### src/rtl/result_binarizer_if.sv
// Handshake and result bundle for result_binarizer: frame control, score stream
// and the registered per-frame result.
interface result_binarizer_if #(
    parameter int DWIDTH = 16,
    parameter int NCH    = 10
);
    localparam int IDXW = ($clog2(NCH) > 1) ? $clog2(NCH) : 1;
    localparam int CW   = $clog2(NCH + 1);

    logic              start;
    logic              mode;
    logic [DWIDTH-1:0] thresh;
    logic              in_valid;
    logic [DWIDTH-1:0] in_data;
    logic              in_ready;
    logic [NCH-1:0]    out_bits;
    logic [IDXW-1:0]   out_idx;
    logic [CW-1:0]     out_count;
    logic              out_hit;
    logic              done;
    logic              busy;

    modport master (
        output start, mode, thresh, in_valid, in_data,
        input  in_ready, out_bits, out_idx, out_count, out_hit, done, busy
    );

    modport slave (
        input  start, mode, thresh, in_valid, in_data,
        output in_ready, out_bits, out_idx, out_count, out_hit, done, busy
    );
endinterface

### src/rtl/result_binarizer.sv
// Binarises a serial frame of NCH class scores against a latched threshold and,
// in one-hot mode, reports only the winning class if it clears the threshold.
module result_binarizer #(
    parameter int DWIDTH = 16,
    parameter int FRAC   = 10,
    parameter int NCH    = 10,
    parameter int SIGNED = 0
) (
    input  logic              clk,
    input  logic              reset,
    result_binarizer_if.slave bus
);
    localparam int IDXW = ($clog2(NCH) > 1) ? $clog2(NCH) : 1;
    localparam int CW   = $clog2(NCH + 1);

    typedef enum logic [1:0] {
        IDLE    = 2'd0,
        COLLECT = 2'd1,
        FINISH  = 2'd2
    } state_t;

    state_t            state_r;
    state_t            state_n;
    logic              mode_r;
    logic [DWIDTH-1:0] thresh_r;
    logic [DWIDTH-1:0] max_r;
    logic [IDXW-1:0]   cnt_r;
    logic [IDXW-1:0]   idx_r;
    logic [NCH-1:0]    pass_r;
    logic [NCH-1:0]    out_bits_r;
    logic [IDXW-1:0]   out_idx_r;
    logic [CW-1:0]     out_count_r;
    logic              out_hit_r;
    logic              done_r;
    logic              in_ready_r;
    logic              busy_r;
    logic              accept_s;
    logic              last_s;
    logic [NCH-1:0]    fin_bits_s;

    function automatic logic ge_f(input logic [DWIDTH-1:0] a, input logic [DWIDTH-1:0] b);
        if (SIGNED != 0) begin
            return $signed(a) >= $signed(b);
        end else begin
            return a >= b;
        end
    endfunction

    function automatic logic gt_f(input logic [DWIDTH-1:0] a, input logic [DWIDTH-1:0] b);
        if (SIGNED != 0) begin
            return $signed(a) > $signed(b);
        end else begin
            return a > b;
        end
    endfunction

    function automatic logic [CW-1:0] popcount_f(input logic [NCH-1:0] v);
        logic [CW-1:0] c;
        c = {CW{1'b0}};
        for (int i = 0; i < NCH; i++) begin
            c = c + {{(CW-1){1'b0}}, v[i]};
        end
        return c;
    endfunction

    // Next-state decode and beat acceptance
    always_comb begin
        state_n  = state_r;
        accept_s = 1'b0;
        last_s   = 1'b0;
        case (state_r)
            IDLE: begin
                if (bus.start) state_n = COLLECT;
                else           state_n = IDLE;
            end
            COLLECT: begin
                accept_s = bus.in_valid;
                last_s   = bus.in_valid && (cnt_r == IDXW'(NCH - 1));
                if (last_s) state_n = FINISH;
                else        state_n = COLLECT;
            end
            FINISH:  state_n = IDLE;
            default: state_n = IDLE;
        endcase
    end

    // Frame result: in one-hot mode only the winner survives, and only if it passed
    always_comb begin
        fin_bits_s = {NCH{1'b0}};
        if (mode_r) begin
            fin_bits_s[idx_r] = pass_r[idx_r];
        end else begin
            fin_bits_s = pass_r;
        end
    end

    // State register
    always_ff @(posedge clk or posedge reset) begin
        if (reset) state_r <= IDLE;
        else       state_r <= state_n;
    end

    // Frame context and per-beat accumulation; ties keep the lower channel index
    always_ff @(posedge clk or posedge reset) begin
        if (reset) begin
            mode_r   <= 1'b0;
            thresh_r <= {DWIDTH{1'b0}};
            max_r    <= {DWIDTH{1'b0}};
            cnt_r    <= {IDXW{1'b0}};
            idx_r    <= {IDXW{1'b0}};
            pass_r   <= {NCH{1'b0}};
        end else if ((state_r == IDLE) && bus.start) begin
            mode_r   <= bus.mode;
            thresh_r <= bus.thresh;
            max_r    <= {DWIDTH{1'b0}};
            cnt_r    <= {IDXW{1'b0}};
            idx_r    <= {IDXW{1'b0}};
            pass_r   <= {NCH{1'b0}};
        end else if (accept_s) begin
            pass_r[cnt_r] <= ge_f(bus.in_data, thresh_r);
            cnt_r         <= cnt_r + IDXW'(1);
            if ((cnt_r == {IDXW{1'b0}}) || gt_f(bus.in_data, max_r)) begin
                max_r <= bus.in_data;
                idx_r <= cnt_r;
            end
        end
    end

    // Registered outputs; results only move on the FINISH cycle
    always_ff @(posedge clk or posedge reset) begin
        if (reset) begin
            out_bits_r  <= {NCH{1'b0}};
            out_idx_r   <= {IDXW{1'b0}};
            out_count_r <= {CW{1'b0}};
            out_hit_r   <= 1'b0;
            done_r      <= 1'b0;
            in_ready_r  <= 1'b0;
            busy_r      <= 1'b0;
        end else begin
            done_r     <= (state_r == FINISH);
            in_ready_r <= (state_n == COLLECT);
            busy_r     <= (state_n != IDLE);
            if (state_r == FINISH) begin
                out_bits_r  <= fin_bits_s;
                out_count_r <= popcount_f(fin_bits_s);
                out_idx_r   <= idx_r;
                out_hit_r   <= |fin_bits_s;
            end
        end
    end

    assign bus.in_ready  = in_ready_r;
    assign bus.busy      = busy_r;
    assign bus.done      = done_r;
    assign bus.out_bits  = out_bits_r;
    assign bus.out_idx   = out_idx_r;
    assign bus.out_count = out_count_r;
    assign bus.out_hit   = out_hit_r;
endmodule

### src/flat_wrapper.sv
// flat-port wrapper written by rule: the top's interface ports become plain ports
module result_binarizer_flat 
#(
    parameter int DWIDTH = 16,
    parameter int FRAC   = 10,
    parameter int NCH    = 10,
    parameter int SIGNED = 0
)
  (clk, reset, bus_start, bus_mode, bus_thresh, bus_in_valid, bus_in_data, bus_in_ready, bus_out_bits, bus_out_idx, bus_out_count, bus_out_hit, bus_done, bus_busy);
  result_binarizer_if #(.DWIDTH(DWIDTH), .NCH(NCH)) bus_i ();
  input  logic clk;
  input  logic reset;
  input wire logic [$bits(bus_i.start)-1:0] bus_start;
  input wire logic [$bits(bus_i.mode)-1:0] bus_mode;
  input wire logic [$bits(bus_i.thresh)-1:0] bus_thresh;
  input wire logic [$bits(bus_i.in_valid)-1:0] bus_in_valid;
  input wire logic [$bits(bus_i.in_data)-1:0] bus_in_data;
  output wire logic [$bits(bus_i.in_ready)-1:0] bus_in_ready;
  output wire logic [$bits(bus_i.out_bits)-1:0] bus_out_bits;
  output wire logic [$bits(bus_i.out_idx)-1:0] bus_out_idx;
  output wire logic [$bits(bus_i.out_count)-1:0] bus_out_count;
  output wire logic [$bits(bus_i.out_hit)-1:0] bus_out_hit;
  output wire logic [$bits(bus_i.done)-1:0] bus_done;
  output wire logic [$bits(bus_i.busy)-1:0] bus_busy;
  assign bus_i.start = bus_start;
  assign bus_i.mode = bus_mode;
  assign bus_i.thresh = bus_thresh;
  assign bus_i.in_valid = bus_in_valid;
  assign bus_i.in_data = bus_in_data;
  assign bus_in_ready = bus_i.in_ready;
  assign bus_out_bits = bus_i.out_bits;
  assign bus_out_idx = bus_i.out_idx;
  assign bus_out_count = bus_i.out_count;
  assign bus_out_hit = bus_i.out_hit;
  assign bus_done = bus_i.done;
  assign bus_busy = bus_i.busy;
  result_binarizer #(.DWIDTH(DWIDTH), .FRAC(FRAC), .NCH(NCH), .SIGNED(SIGNED)) u_core (.clk(clk), .reset(reset), .bus(bus_i));
endmodule
### config.mk
export PLATFORM = sky130hd
export DESIGN_NAME = result_binarizer_flat
export DESIGN_NICKNAME = d
export VERILOG_FILES = /design/src/rtl/result_binarizer_if.sv /design/src/rtl/result_binarizer.sv /design/src/flat_wrapper.sv
export SDC_FILE = /design/constraint.sdc
export NUM_CORES = 1
export LEC_CHECK = 0
export BUFFER_PORTS_ARGS = -buffer_cell sky130_fd_sc_hd__buf_2
export CAP_MARGIN = 20
export CORE_ASPECT_RATIO = 1.75
export CORE_MARGIN = 2
export CORE_UTILIZATION = 62
export DETAILED_ROUTE_END_ITERATION = 16
export GPL_TIMING_DRIVEN = 1
export PLACE_DENSITY = 0.89
export SYNTH_ARGS = -nofsm -noshare
export SYNTH_HDL_FRONTEND = slang
export SYNTH_SLANG_ARGS = --single-unit
### constraint.sdc
create_clock -name clk -period 8.6 [get_ports clk]
set_input_delay 0.86 -clock clk [delete_from_list [all_inputs] [get_ports clk]]
set_output_delay 0.86 -clock clk [all_outputs]
set_load 0.005 [all_outputs]
==> impl_metrics.toml <==
[run_status]
status = "complete, no violations"

[logic_synthesis]
ys_warn_count = 0
post_synth_fa_ha_maj_area_fraction_pct = 15.2
synth_area_per_cell_um2 = 9.49
synthArstFlopShare_pct = 100
syn-num-nets = 532
ys_seq_elements = 75
yosysTopAreaCell = "dfrtp_1"
yosys.area_share.xor_xnor_pct = 0.826
synth-compound-area-share_pct = 11.9
yosys.area_share.simple_pct = 15.0
yosys.cell_types.count = 43
syn-cell-area_um2 = 4240
netlist_instances = 447
synth_flop_cell = "dfrtp_1"
ys_seq_area_share_pct = 44.2
synthMuxAreaShare_pct = 6.43
synthTopCellsByArea = "dfrtp_1, ha_1, nand2_1"
synth_top_family_by_area = "adder cells"
synth_top_area_share_pct = 44.2
synth_edf_count = 0

[floorplan]
dieWidth_um = 66.5
initial_core_util_pct = 64.4
core_area_um2 = 6590
ios = 59
fp.dieH_um = 113
core.rowCount = 39
die-area_um2 = 7550

[setup_path]
path_class = "flip-flop to flip-flop"
rr_startpoint = "u_core.idx_r[1]"
crit_start = "u_core.idx_r[1]"
cp.required_ns = 8.86
end_kind = "flip-flop"
critPathMaxStageDelay_ns = 0.54
worst_path_max_delay_cell = "fa_1"
crit_fanout = 11
startpoint_type = "flip-flop"
crit_top_cell = "fa_1"
crit_chain = "nand2b_1 -> o31ai_1 -> nand2_1 -> ha_1 -> fa_1 -> fa_1 -> fa_1 -> fa_1 -> inv_1 -> fa_1 -> o21ai_0"
reg2reg_setup_slack_ns = 4.47
arrival_ns = 4.39

[cts]
cts_sinks = 75
cts_htree_levels = 3
path_clk_slew_ns = 0.06
cts_resized = 0
cts_hold_buf = 0
tritoncts = "yes"
cts_buffers = 9
clkLatencyLatePin_ns = 0.35
cts-root-buf = "clkbuf_16"
cts_setup_buffers = 0
cts_buffer_depth = 2

[timing]
fmax_ghz = 0.242
fin_crit_sh_pct = 48.0
max_slew_margin_pct = 35.9
setup_viol = 0
tns_ns = 0
rsz0062_at_grt = "false"
finalHoldViolations = 0
fin_worst_skew_ns = 0.00706
worstMarginPinSlew_ns = 0.960
min_period_ns = 4.13
finalMaxSlewViolations = 0
worst_slack_ns = 4.47

[detailed_routing]
ant_nets = 0
vias_per_cell = 5.74
post_drt_wl_per_cell_um = 16.2
first_iter_violations = 220
firstDrtPassIters = 4
vias = 3366
drc = 0
wl_um = 9510

[power_and_ir_drop]
p_per_area_nw_per_um2 = 372
vdd_drop_max_mv = 0.264
p_leak_nw = 2.52

[global_routing]
antenna_found_initial = 0
grt-ovfl-total = 0
grt_max_degree = 76
grt_pass1_wl_um = 15800
grt_pass1_vias = 3499
track_usage_pct = 28.1

[placement]
io_buffers = 58
gp_congestion = 0.913
dp_slack_ns = 4.50
hpwl_um = 6850

[layout]
multi_input_comb_area_um2 = 2090
nFillCells = 497
regArea_um2 = 1880
area_growth_pct = 14.8
finalNetCount = 584
antennaDiodeCount = 0
layout-drive-gt1-share_pct = 17.5

[flow_run]
maxCapViolCount = 0

[hold_path]
hp-start = "u_core.bus.out_count[3]"
hold_path.class = "flip-flop to flip-flop"
==> final timing paths <==
kind / endpoint / depth (start not counted)
worst min-delay path: u_core.bus.out_count[3] / 2
worst max-delay path: u_core.bus.out_count[1] / 11
worst min register to register: u_core.bus.out_count[3] / 2
max in group asynchronous: u_core.bus.in_ready / 3
min in group asynchronous: u_core.pass_r[1] / 3
worst max register to register: u_core.bus.out_count[1] / 11
==> cell families after synthesis <==
family / after synthesis
flip-flops: 75
AND/OR/NAND/NOR: 144
buffers and inverters: 66
multiplexers: 25
XOR/XNOR: 4
adder cells (fa/ha/maj): 48
AO/OA/AOI/OAI: 85
==> placed cells by master, fill, tap and decap left out, types with 5 or more instances in the layout <==
master / Yosys / final
mux2_2: 8 / 8
dfrtp_1: 75 / 75
nand2b_1: 10 / 10
and2_1: 6 / 6
buf_2: 1 / 58
inv_1: 44 / 43
o21ai_0: 40 / 40
nand3_1: 5 / 5
fa_1: 6 / 6
a21oi_1: 19 / 19
ha_1: 42 / 42
o31ai_1: 5 / 5
nor2_1: 22 / 22
mux2i_1: 16 / 16
nor3_1: 6 / 6
clkbuf_16: 0 / 9
nand2_1: 82 / 82
==> per-stage QoR <==
step	util, %	std cells	instance area, um^2	hold WS [ns]	total power [mW]
detailed placement	69.2	570	4560	0.461	1.41
floorplan	-	447	4240	0.450	1.21
global placement	69.2	570	4560	0.453	1.34
global route	73.9	586	4870	0.495	1.97
CTS	73.9	586	4870	0.474	1.82
finish	73.9	586	4870	0.470	1.81
==> synth_stat cells, types with 2 or more instances <==
cell type / count
a211oi_1: 2
nor2_1: 22
o2111ai_1: 2
inv_1: 44
and2_1: 6
xnor2_1: 2
o21ai_0: 40
a21boi_0: 2
o31ai_1: 5
dfrtp_1: 75
nand4_1: 3
xor2_1: 2
nor3_1: 6
nand3_1: 5
nor2b_1: 4
clkbuf_1: 18
a21o_1: 2
o31a_1: 2
a31oi_1: 3
nand2_1: 82
nand2b_1: 10
and4_1: 2
o211ai_1: 2
ha_1: 42
mux2_2: 8
a21oi_1: 19
mux2i_1: 16
fa_1: 6
==> critical path: cells and delay by family, from the launching register on <==
kind	cells	cell delay, ns
adder cells (fa/ha/maj)	6	2.69
flip-flops	1	0.50
AO/OA/AOI/OAI	2	0.41
AND/OR/NAND/NOR	2	0.36
buffers and inverters	1	0.08
==> per-layer routing <==
metal	vias up	routed length, um	GRT usage, %
met5	-	0	0
met4	0	289	16.5
li1	1596	-	-
met3	24	376	5.52
met2	102	5570	52.2
met1	1644	3270	27.6
==> state kept, by name, indices dropped and copies added, names as in the netlist <==
name,cells
u_core.mode_r,1
u_core.bus.out_hit,1
u_core.thresh_r,16
u_core.idx_r,4
u_core.bus.out_idx,4
u_core.max_r,16
u_core.bus.out_bits,10
u_core.bus.out_count,4
u_core.pass_r,10
u_core.bus.in_ready,1
u_core.state_r,2
u_core.bus.done,1
u_core.bus.busy,1
u_core.cnt_r,4
==> final cells by class <==
type	instances	share of cell area, %
clock buffer	10	4.70
timing repair buffer	62	6.58
multi-input combinational	306	43.0
clock inverter	6	1.64
sequential	75	38.5
tap	82	2.11
inverter	45	3.47
==> power by group <==
group | switching, mW | internal (mW)
Combinational | 0.465 | 0.357
Sequential | 0.102 | 0.494
Clock | 0.144 | 0.252
Total | 0.711 | 1.10
Note: power is estimated with default switching activity, not from simulation.
